$ cat src/rtl/times5_stream_kernel.sv
// times5_stream_kernel: block-level handshake kernel that generates a frame
// of N_PIXELS samples (0,1,2,... mod 2^IN_W), streams out sample*5 one per
// cycle and accumulates a 32-bit checksum of the products.

module times5_stream_kernel_chk (
    input logic clk,
    input logic rst,
    input logic ap_idle,
    input logic ap_ready,
    input logic ap_done,
    input logic hw_output_vld,
    input logic hw_output_last
);

    // Ready for the last sample is always followed by done.
    a_ready_then_done : assert property (@(posedge clk) disable iff (rst)
        ap_ready |=> ap_done);

    // Done coincides with the final, valid product.
    a_done_has_last : assert property (@(posedge clk) disable iff (rst)
        ap_done |-> (hw_output_vld && hw_output_last));

    // Last is only ever flagged on a valid product.
    a_last_implies_vld : assert property (@(posedge clk) disable iff (rst)
        hw_output_last |-> hw_output_vld);

    // Nothing streams while idle.
    a_idle_quiet : assert property (@(posedge clk) disable iff (rst)
        ap_idle |-> !hw_output_vld);

    // Idle and done are mutually exclusive state decodes.
    a_idle_done_excl : assert property (@(posedge clk) disable iff (rst)
        !(ap_idle && ap_done));

endmodule

module times5_stream_kernel #(
    parameter int N_PIXELS = 64,
    parameter int IN_W     = 8,
    parameter int OUT_W    = 16
) (
    input  logic             ap_clk,
    input  logic             ap_rst,
    input  logic             ap_start,
    output logic             ap_idle,
    output logic             ap_ready,
    output logic             ap_done,
    output logic [OUT_W-1:0] hw_output_value,
    output logic             hw_output_vld,
    output logic             hw_output_last,
    output logic [31:0]      checksum
);

    // idx counts 0..N_PIXELS, so it needs room for N_PIXELS itself.
    localparam int IDX_W = $clog2(N_PIXELS + 1);
    localparam logic [IDX_W-1:0] LAST_IDX = IDX_W'(N_PIXELS - 1);

    typedef enum logic [1:0] {
        ST_IDLE = 2'd0,
        ST_RUN  = 2'd1,
        ST_DONE = 2'd2
    } state_t;

    state_t             state_r;
    state_t             state_nxt_s;
    logic [IDX_W-1:0]   idx_r;
    logic [IN_W-1:0]    sample_s;
    logic [OUT_W-1:0]   product_s;
    logic               is_last_s;
    logic [OUT_W-1:0]   value_r;
    logic               vld_r;
    logic               last_r;
    logic [31:0]        checksum_r;

    // Multiply by five as a shift-and-add; the zero-extension to OUT_W
    // happens before the shift so no product bits are lost.
    function automatic logic [OUT_W-1:0] times5(input logic [IN_W-1:0] x);
        logic [OUT_W-1:0] xe;
        xe = OUT_W'(x);
        return (xe << 2) + xe;
    endfunction

    // Input sample is idx modulo 2^IN_W: truncate or zero-extend idx.
    generate
        if (IDX_W >= IN_W) begin : g_sample_trunc
            assign sample_s = idx_r[IN_W-1:0];
        end else begin : g_sample_ext
            assign sample_s = {{(IN_W - IDX_W){1'b0}}, idx_r};
        end
    endgenerate

    assign product_s = times5(sample_s);
    assign is_last_s = (idx_r == LAST_IDX);

    // State register.
    always_ff @(posedge ap_clk or posedge ap_rst) begin
        if (ap_rst) begin
            state_r <= ST_IDLE;
        end else begin
            state_r <= state_nxt_s;
        end
    end

    // Next-state logic: IDLE waits for start, RUN issues N_PIXELS samples,
    // DONE lasts exactly one cycle.
    always_comb begin
        state_nxt_s = state_r;
        case (state_r)
            ST_IDLE: begin
                if (ap_start) begin
                    state_nxt_s = ST_RUN;
                end else begin
                    state_nxt_s = ST_IDLE;
                end
            end
            ST_RUN: begin
                if (is_last_s) begin
                    state_nxt_s = ST_DONE;
                end else begin
                    state_nxt_s = ST_RUN;
                end
            end
            ST_DONE: begin
                state_nxt_s = ST_IDLE;
            end
            default: begin
                state_nxt_s = ST_IDLE;
            end
        endcase
    end

    // Handshake flags decoded directly from state and idx.
    always_comb begin
        ap_idle  = 1'b0;
        ap_ready = 1'b0;
        ap_done  = 1'b0;
        case (state_r)
            ST_IDLE: begin
                ap_idle = 1'b1;
            end
            ST_RUN: begin
                if (is_last_s) begin
                    ap_ready = 1'b1;
                end else begin
                    ap_ready = 1'b0;
                end
            end
            ST_DONE: begin
                ap_done = 1'b1;
            end
            default: begin
                ap_idle = 1'b0;
            end
        endcase
    end

    // Sample counter, product register and checksum accumulator.
    always_ff @(posedge ap_clk or posedge ap_rst) begin
        if (ap_rst) begin
            idx_r      <= {IDX_W{1'b0}};
            value_r    <= {OUT_W{1'b0}};
            vld_r      <= 1'b0;
            last_r     <= 1'b0;
            checksum_r <= 32'd0;
        end else begin
            case (state_r)
                ST_IDLE: begin
                    vld_r  <= 1'b0;
                    last_r <= 1'b0;
                    if (ap_start) begin
                        idx_r      <= {IDX_W{1'b0}};
                        checksum_r <= 32'd0;
                    end
                end
                ST_RUN: begin
                    value_r    <= product_s;
                    vld_r      <= 1'b1;
                    last_r     <= is_last_s;
                    checksum_r <= checksum_r + 32'(product_s);
                    idx_r      <= idx_r + {{(IDX_W - 1){1'b0}}, 1'b1};
                end
                ST_DONE: begin
                    // The final product was visible during DONE; drop the
                    // valid/last flags as we return to IDLE, keep the data.
                    vld_r  <= 1'b0;
                    last_r <= 1'b0;
                end
                default: begin
                    vld_r  <= 1'b0;
                    last_r <= 1'b0;
                end
            endcase
        end
    end

    assign hw_output_value = value_r;
    assign hw_output_vld   = vld_r;
    assign hw_output_last  = last_r;
    assign checksum        = checksum_r;

    times5_stream_kernel_chk u_chk (
        .clk            (ap_clk),
        .rst            (ap_rst),
        .ap_idle        (ap_idle),
        .ap_ready       (ap_ready),
        .ap_done        (ap_done),
        .hw_output_vld  (vld_r),
        .hw_output_last (last_r)
    );

endmodule

$ cat config.mk
export PLATFORM = sky130hd
export DESIGN_NAME = times5_stream_kernel
export DESIGN_NICKNAME = d
export VERILOG_FILES = /design/src/rtl/times5_stream_kernel.sv
export SDC_FILE = /design/constraint.sdc
export NUM_CORES = 1
export LEC_CHECK = 0
export CORE_MARGIN = 10
export CORE_UTILIZATION = 38
export CTS_BUF_LIST = sky130_fd_sc_hd__clkbuf_8
export CTS_CLUSTER_DIAMETER = 150
export DETAILED_ROUTE_END_ITERATION = 6
export MAX_ROUTING_LAYER = met4
export SLEW_MARGIN = 30
export SYNTH_ARGS = -nofsm -noshare
export SYNTH_HDL_FRONTEND = slang
export SYNTH_SLANG_ARGS = --single-unit
$ cat constraint.sdc
create_clock -name ap_clk -period 6.75 [get_ports ap_clk]
set_input_delay 1.35 -clock ap_clk [delete_from_list [all_inputs] [get_ports ap_clk]]
set_output_delay 1.35 -clock ap_clk [all_outputs]
set_load 0.05 [all_outputs]
Word level (Yosys, flattened, before mapping)

Index checks and enable logic that the tools add are counted.

Word-level logic and storage cells: 29
Memories kept: 0
Input port bits: 3
Memory bits (read-only): 0
Bits in latches: 0
Memory bits (writable): 0
Flip-flop bits (word level): 59

Bitwise logic cells: 0
Shift operators: 0
Equality and inequality tests: 4
Add/subtract/negate cells: 3
Reductions and logical operators: 3
Muxes and demuxes: 13
Multiply operators: 0
Divide/modulo/power cells: 0
Magnitude comparators: 0

Operators with widths:

| kind                                          | count |
|---|---|
| case mux 32 bit (2 select lines)              | 1 |
| adder 32 x 10 -> 32 bit                       | 1 |
| two-way mux 32 bit                            | 1 |
| case mux 7 bit (2 select lines)               | 1 |
| adder 9 x 7 -> 10 bit                         | 1 |
| adder 7 x 1 -> 7 bit, second input constant   | 1 |
| == test 7 x 6 -> 1 bit, second input constant | 1 |
| two-way mux 1 bit                             | 7 |
| two-way mux 7 bit                             | 1 |
| case mux 2 bit (2 select lines)               | 1 |
| == test 2 x 1 -> 1 bit, second input constant | 1 |
| == test 2 bit, second input constant          | 1 |
| zero test 2 bit                               | 1 |
| two-way mux 2 bit                             | 1 |
| != test 2 bit, second input constant          | 1 |
| AND reduction 2 bit                           | 1 |
| nonzero test 2 bit                            | 1 |

Logic depth before layout (Yosys ltp)

Gate-level depths: netlist of the first run.

Word-level depth: 3
Depth in mapped cells: 14
Depth with buffers taken out: 13

Least setup slack after synthesis of the first run

No wires, ideal clock.

Path kind: register -> output
Start: register hw_output_last (netlist name)
End: output ap_ready
Stages on the path, launching flop included: 5
Path buffers: 2
Path slack: 3,055 ps
Data arrival time: 2,345 ps
Cell sequence: dfrtp_1 -> nand2b_1 -> clkbuf_1 -> clkbuf_1 -> nor3_1

RTL lines:

| what      | RTL line | text |
|---|---|---|
| to (decl) | 46       | `output logic ap_ready,` |

Worst setup path after layout of the first run

Start: register idx_r[1]
End: output ap_ready

Longest elaborated chain between the ends: 3

RTL lines:

| what                   | RTL line | text |
|---|---|---|
| from (decl)            | 66       | `logic [IDX_W-1:0] idx_r;` |
| from (signal assigned) | 160      | `idx_r <= {IDX_W{1'b0}};` |
| from (signal assigned) | 171      | `idx_r <= {IDX_W{1'b0}};` |
| from (signal assigned) | 180      | `idx_r <= idx_r + {{(IDX_W - 1){1'b0}}, 1'b1};` |
| == test 7 x 6 -> 1 bit | 93       | `assign is_last_s = (idx_r == LAST_IDX);` |
| two-way mux 1 bit      | 142      | `if (is_last_s) begin` |
| two-way mux 1 bit      | 137      | `case (state_r)` |

No other way between the ends.

==> results.md, run 1 <==
- Final non-filler cell total: 472
- Number of flops mapped to enable cells by yosys: 0
- Min Tclk post-route: 3966 ps
- Clock Tree Buf Depth: 2
- Initial drt markers: 110
- Avg Inst Size Synth: 9.442 um^2
- Clk_lat worst skew: 300 ps
- Die X-Extent: 110 um
- Result of the run: complete, no violations
- Worst Path Required: 5400 ps
- CTS tree: built
- Least-Margin Pin Slew: 759.2 ps
- Gr usage total: 0.1281
- Unique masters post-synth: 49
- Cell count after synthesis: 326
- PortBufs: 49
- Cell taking the most area after synthesis: dfrtp_1
- Cts bufs inserted: 5
- Vias in the first global route: 2453
- Layout cells sized above 1: 0.04865
- Cell Count Post-Placement: 465
- Hold buffer count at CTS: 0
- Nets: 392
- Finished Core Util: 0.4817
- Relative slew margins: 0.4939
- Crit path arrival time: 2620 ps
- First-pass GRT wire length: 12250 um
- Final count of negative-setup-slack endpoints: 0
- Remaining antenna violation count: 0
- Sequential area share after synthesis: 0.4228
- Drt pass-1 iters: 4
- H-tree levels: 2
- Hold Path Class: register to register
- Final Max Tran Viols: 0
- Top_reg_cell synth: dfrtp_1
- Core area: 7807 um^2
- Worst path cell trace: ha_1 -> nand3_1 -> or2_2 -> nor3_1 -> clkdlybuf4s50_1
- Synth-to-Final Area Change: 22.20%
- Gr ovfl total: 0
- PwrDens: 152.2 nW/um^2
- Top cell type's share of synthesized area: 0.4228
- Fin crit share: 0.5876
- Residual DRC: 0
- Top Ports: 56
- Crit-path slowest cell: clkdlybuf4s50_1
- Diodes inserted: 0
- Most common cell after layout, fill and taps aside: nand2_1
- TNS Setup: 0 ps
- DPL Wire Length: 5189 um
- Reg clk slew, reported paths: 90 ps
- Final Hold Fails: 0
- RSZ-0062 raised after global routing: false
- Most frequent cells in the layout: nand2_1 (60), dfrtp_1 (52), clkdlybuf4s50_1 (49)
- Synth async-reset ratio: 1.000
- Setup bufs post-CTS: 0
- FF-to-FF setup slack: 3130 ps
- Startpoint types: register
- Worst clock skew: 9.988 ps
- Endpoint class of the critical path: output pin
- Post-CTS sizing: 0
- Slowest cell delay on critical path: 850 ps
- Die area: 12100 um^2
- Synthesis Warnings: 0
- Clk sinks: 52
- Row count: 32
- Antenna violations before repair: 0
- Root buffer cell: clkbuf_8
- Final Wtd Congestion: 0.8649
- Min Hold Slack: 481.5 ps
- Peak VDD IR: 0.1080 mV
- Max-Cap Viols: 0
- Routed wire per std cell: 15.39 um
- Overall routed net length: 7264 um
- Pin count of the biggest net entering global routing: 53
- Die Span Y: 110 um
- Critical Path Fanout Max: 8
- Cell Area, Synth: 3078 um^2
- Initial Util: 0.3942
- Synth area leaders: dfrtp_1 (42%), nand2_1 (7.3%), ha_1 (6.9%), mux2i_1 (4.2%), nand3_1 (3.4%)
- Final Total Pwr: 0.5726 mW
- WS Path Type: register to output pin
- Vias post-DR: 2494
- Yosys reg bits: 52
- Achievable Freq: 252.1 MHz
- Vias per inst: 5.284
- Lkg Pwr: 1.586 nW
-- report_power, final --
group	leakage (nW)	total [mW]	switching, mW	internal [mW]
combinational	0.886	0.0152	0.0137	0.00146
sequential	0.635	0.311	0	0.311
clock	0.0642	0.246	0.100	0.146
total	1.59	0.573	0.114	0.459
-- critical path: cells and delay by family (launching register included) --
family / cells / cell delay [ps]
simple gates: 3 / 680
buf+inv: 1 / 850
fa+ha+maj: 1 / 250
flops: 1 / 530
-- synth_stat cells (2+ instances only) --
cell / count
xnor2_1: 8
ha_1: 17
mux2i_1: 13
clkbuf_1: 12
nor4b_1: 2
fa_1: 2
nor3b_1: 6
nand3_1: 21
o211ai_1: 10
o21bai_1: 2
a21o_1: 4
nand2_1: 60
inv_1: 9
dfrtp_1: 52
o311ai_0: 2
and2_1: 2
buf_4: 6
nor3_2: 2
a21oi_1: 13
xor2_1: 6
nor2_1: 7
nand2b_1: 4
o21ai_0: 17
o41ai_1: 2
o31ai_1: 12
nor3_1: 6
nor4_1: 2
nand4_1: 6
-- flip-flops by register name, summed over array words and instances, names as in the netlist --
name / count
checksum: 32
hw_output_last: 1
hw_output_value: 10
hw_output_vld: 1
idx_r: 7
state_r: 1
-- cell type report --
class                   count  area, um^2
clock buffers               5       68.82
clock inverters             2       60.06
fillers                   764        4046
inverters                  10       37.54
multi-input cells         249        1653
flip-flops and latches     52        1301
well taps                 102       127.6
repair buffers             52       513.0
-- routing by layer --
metal | part of all wire | GRT usage
met5 | 0 | -
met3 | 0.043 | 0.02322
met1 | 0.47 | 0.1657
met2 | 0.48 | 0.2011
met4 | 0.012 | 0.03625
-- cells by family (layout without fill, tap and decap cells) --
| kind of cell | after synthesis | after routing | synth area share |
|---|---|---|---|
| AND/OR/NAND/NOR | 126 | 126 | 0.2045 |
| AO/OA/AOI/OAI | 70 | 70 | 0.1573 |
| flip-flops | 52 | 52 | 0.4228 |
| buffers and inverters | 30 | 69 | 0.04634 |
| adder cells (fa/ha/maj) | 19 | 19 | 0.08211 |
| XOR/XNOR | 14 | 14 | 0.03984 |
| multiplexers | 14 | 14 | 0.04593 |
| other | 1 | 6 | 0.001218 |
-- worst paths after layout --
check,start,to,cells past startpoint
setup reg to reg,idx_r[0],checksum[13],13
min in group asynchronous,ap_rst,checksum[28],3
setup / recovery,idx_r[1],ap_ready,5
max in group asynchronous,ap_rst,checksum[3],3
hold / removal,hw_output_value[5],hw_output_value[5],2
hold reg to reg,hw_output_value[5],hw_output_value[5],2
-- through the flow --
stage          setup slack, ps  cell area [um^2]
2_1_floorplan             3055              3097
3_3_place_gp              3121              3632
3_5_place_dp              3102              3632
4_1_cts                   2748              3761
5_1_grt                   2568              3761
6_report                  2784              3761
No activity file was read; power rests on OpenSTA's default activity.
==> run 2: changes to the inputs <==
clock period = 3.8 ns   (was 6.75 ns; I/O delays follow)
==> run 2 against run 1 <==
Effect of this change:
- clock power increased by 54%
- core utilization grew 0.19 points
- die area unchanged
- critical path depth is 7 higher
- count of clock-buffer cells in the layout is the same
- non-clock buffer count grew 4
- sequential cell count is the same
- worst hold slack is essentially flat
- clock skew shrank 1.1 ps
- sequential power grew 78%
- via count unchanged
==> results.md, run 2 (synthesis gave the netlist of run 1 again) <==
- Result of the run: complete, no violations
- Crit path arrival time: 3700 ps (+1080 ps)
- Worst reg2reg path endpoint: checksum[12]
- Die X-Extent: 110 um (unchanged)
- FF-to-FF path depth: 12 (-1)
- Clock Tree Buf Depth: 2 (unchanged)
- Max reg flops: 32 (unchanged)
- Vias in the first global route: 2389 (-2.6%)
- Cts bufs inserted: 5 (unchanged)
- Design area: 3776 um^2 (+0.40%)
- Lkg Pwr: 1.602 nW (+1.0%)
- Nets: 396 (+1.0%)
- Drt pass-1 iters: 4 (unchanged)
- WS Path Type: register to register
- Vias per inst: 5.229 (-1.0%)
- Die area: 12100 um^2 (unchanged)
- Hold_sp: hw_output_value[4]
- Endpoint class of the critical path: register
- M3 GR Usage: 0.02263 (-0.0005804)
- Peak VDD IR: 0.1272 mV (+18%)
- Fin crit share: 0.9103
- Hold EP: hw_output_value[4]
- Antenna violations before repair: 0 (unchanged)
- First-pass GRT wire length: 12580 um (+2.6%)
- Clk sinks: 52 (unchanged)
- Clk_lat worst skew: 310 ps (about the same)
- Achievable Freq: 289.1 MHz
- Residual DRC: 0 (unchanged)
- PortBufs: 49 (unchanged)
- CTS tree: built
- Pin count of the biggest net entering global routing: 34 (-36%)
- Final Wtd Congestion: 0.8191 (-5.3%)
- Reg clk slew, reported paths: 100 ps (about the same)
- Top Usage Layer GRT: met2
- Final non-filler cell total: 477 (+1.1%)
- Final WS setup: 340.8 ps (-2443 ps)
- Routing usage on met2: 0.2028 (+0.001693)
- Root buffer cell: clkbuf_8
- Most common cell after layout, fill and taps aside: nand2_1
- Met1 GRT Util: 0.1774 (+0.01172)
- FF-to-FF setup slack: 340 ps (-2790 ps)
- PwrDens: 254.4 nW/um^2 (+67%)
- Worst Path Required: 4040 ps (-1360 ps)
- Max-Cap Viols: 0 (unchanged)
- Final Max Tran Viols: 0 (unchanged)
- Startpoint types: register
- Top Ports: 56 (unchanged)
- Vias post-DR: 2494 (unchanged)
- Layout cells sized above 1: 0.06667 (+0.01802)
- H-tree levels: 2 (unchanged)
- Final count of negative-setup-slack endpoints: 0 (unchanged)
- Min Tclk post-route: 3459 ps
- Post-DP Area: 3662 um^2 (+0.83%)
- Core area: 7807 um^2 (unchanged)
- Gr ovfl total: 0 (unchanged)
- Gr usage total: 0.1328 (+0.004662)
- Hold Path Depth: 2 (unchanged)
- Row count: 32 (unchanged)
- Routed wire per std cell: 15.81 um (+2.8%)
- Diodes inserted: 0 (unchanged)
- Initial Util: 0.3942 (unchanged)
- RSZ-0062 raised after global routing: false
- Die Span Y: 110 um (unchanged)
- Worst clock skew: 8.922 ps (-1.067 ps)
- Initial drt markers: 139 (+26%)
- Most frequent cells in the layout: nand2_1 (59), dfrtp_1 (52), clkdlybuf4s50_1 (48)
- Place WS: 292.1 ps (-2810 ps)
- Remaining antenna violation count: 0 (unchanged)
- Critical Path Fanout Max: 17 (+9)
- Reg2reg start: idx_r[1]
- Final Hold Fails: 0 (unchanged)
- Relative slew margins: 0.5359 (+0.04199)
- TNS Setup: 0 ps (unchanged)
- Hold Path Class: register to register
- Overall routed net length: 7543 um (+3.8%)
- DPL Wire Length: 5531 um (+6.6%)
- Synth-to-Final Area Change: 22.68%
- Cell Count Post-Placement: 469 (+0.86%)
- Least-Margin Pin Slew: 695.2 ps (-64.00 ps)
## run 2: cell count changes in the layout (fill, tap and decap cells not counted), sizes merged
| cell | before | now |
|---|---|---|
| buf | 3 | 8 |
| bufinv | 2 | 1 |
| clkdlybuf4s50 | 49 | 48 |
| clkinv | 1 | 2 |
| inv | 9 | 10 |
## run 2: worst max-delay path by stage
| stage | startpoint | endpoint | slack [ps] | depth (start not counted) |
|---|---|---|---|---|
| global route | idx_r[1] | checksum[12] | 3 | 12 |
| CTS | idx_r[0] | checksum[22] | 270 | 12 |
| detailed placement | idx_r[0] | checksum[22] | 290 | 12 |
| floorplan | hw_output_last | ap_ready | 700 | 4 |
| finish | idx_r[1] | checksum[12] | 340 | 12 |
| global placement | idx_r[0] | checksum[22] | 410 | 12 |
## run 2: per-layer routing
metal,up-vias,share of wire
li1,1257,-
met3,4,0.035
met1,1192,0.49
met2,41,0.46
met4,0,0.0087
met5,-,0
## run 2: worst max-delay path: stages (launching register included)
cell	delay, ps
dfrtp_1	510
ha_1	330
a21o_1	170
a21oi_1	210
o21bai_1	140
a21oi_1	300
xnor2_1	200
ha_1	310
a21oi_1	190
o21a_1	130
o31a_1	520
nand2b_1	200
mux2i_1	170
## run 2: metrics by stage
stage               hold slack, ps  power, mW  utilization
floorplan                    522.0     0.5896            -
global placement             461.8     0.5926       0.4688
detailed placement           461.6     0.5932       0.4691
CTS                          486.3     0.9750       0.4829
global route                 513.1      1.003       0.4837
finish                       481.9     0.9607       0.4837
## run 2: cell type report
| type | instances | area [um^2] |
|---|---|---|
| fillers | 741 | 4031 |
| flip-flops and latches | 52 | 1301 |
| clock buffers | 5 | 68.82 |
| multi-input cells | 249 | 1662 |
| well taps | 102 | 127.6 |
| repair buffers | 56 | 540.5 |
| clock inverters | 3 | 38.79 |
| inverters | 10 | 37.54 |
## run 2: report_power, final
group | leakage [nW] | internal [mW] | switching (mW)
Combinational | 0.908 | 0.00329 | 0.0251
Sequential | 0.635 | 0.553 | 0
Clock | 0.0593 | 0.193 | 0.186
## run 2: what timing repair did
| action | CTS | global route |
|---|---|---|
| buffers inserted | 0 | 0 |
| endpoints found under the setup margin | 0 | 1 |
| resized for setup | 0 | 1 |
| hold buffers | 0 | 0 |
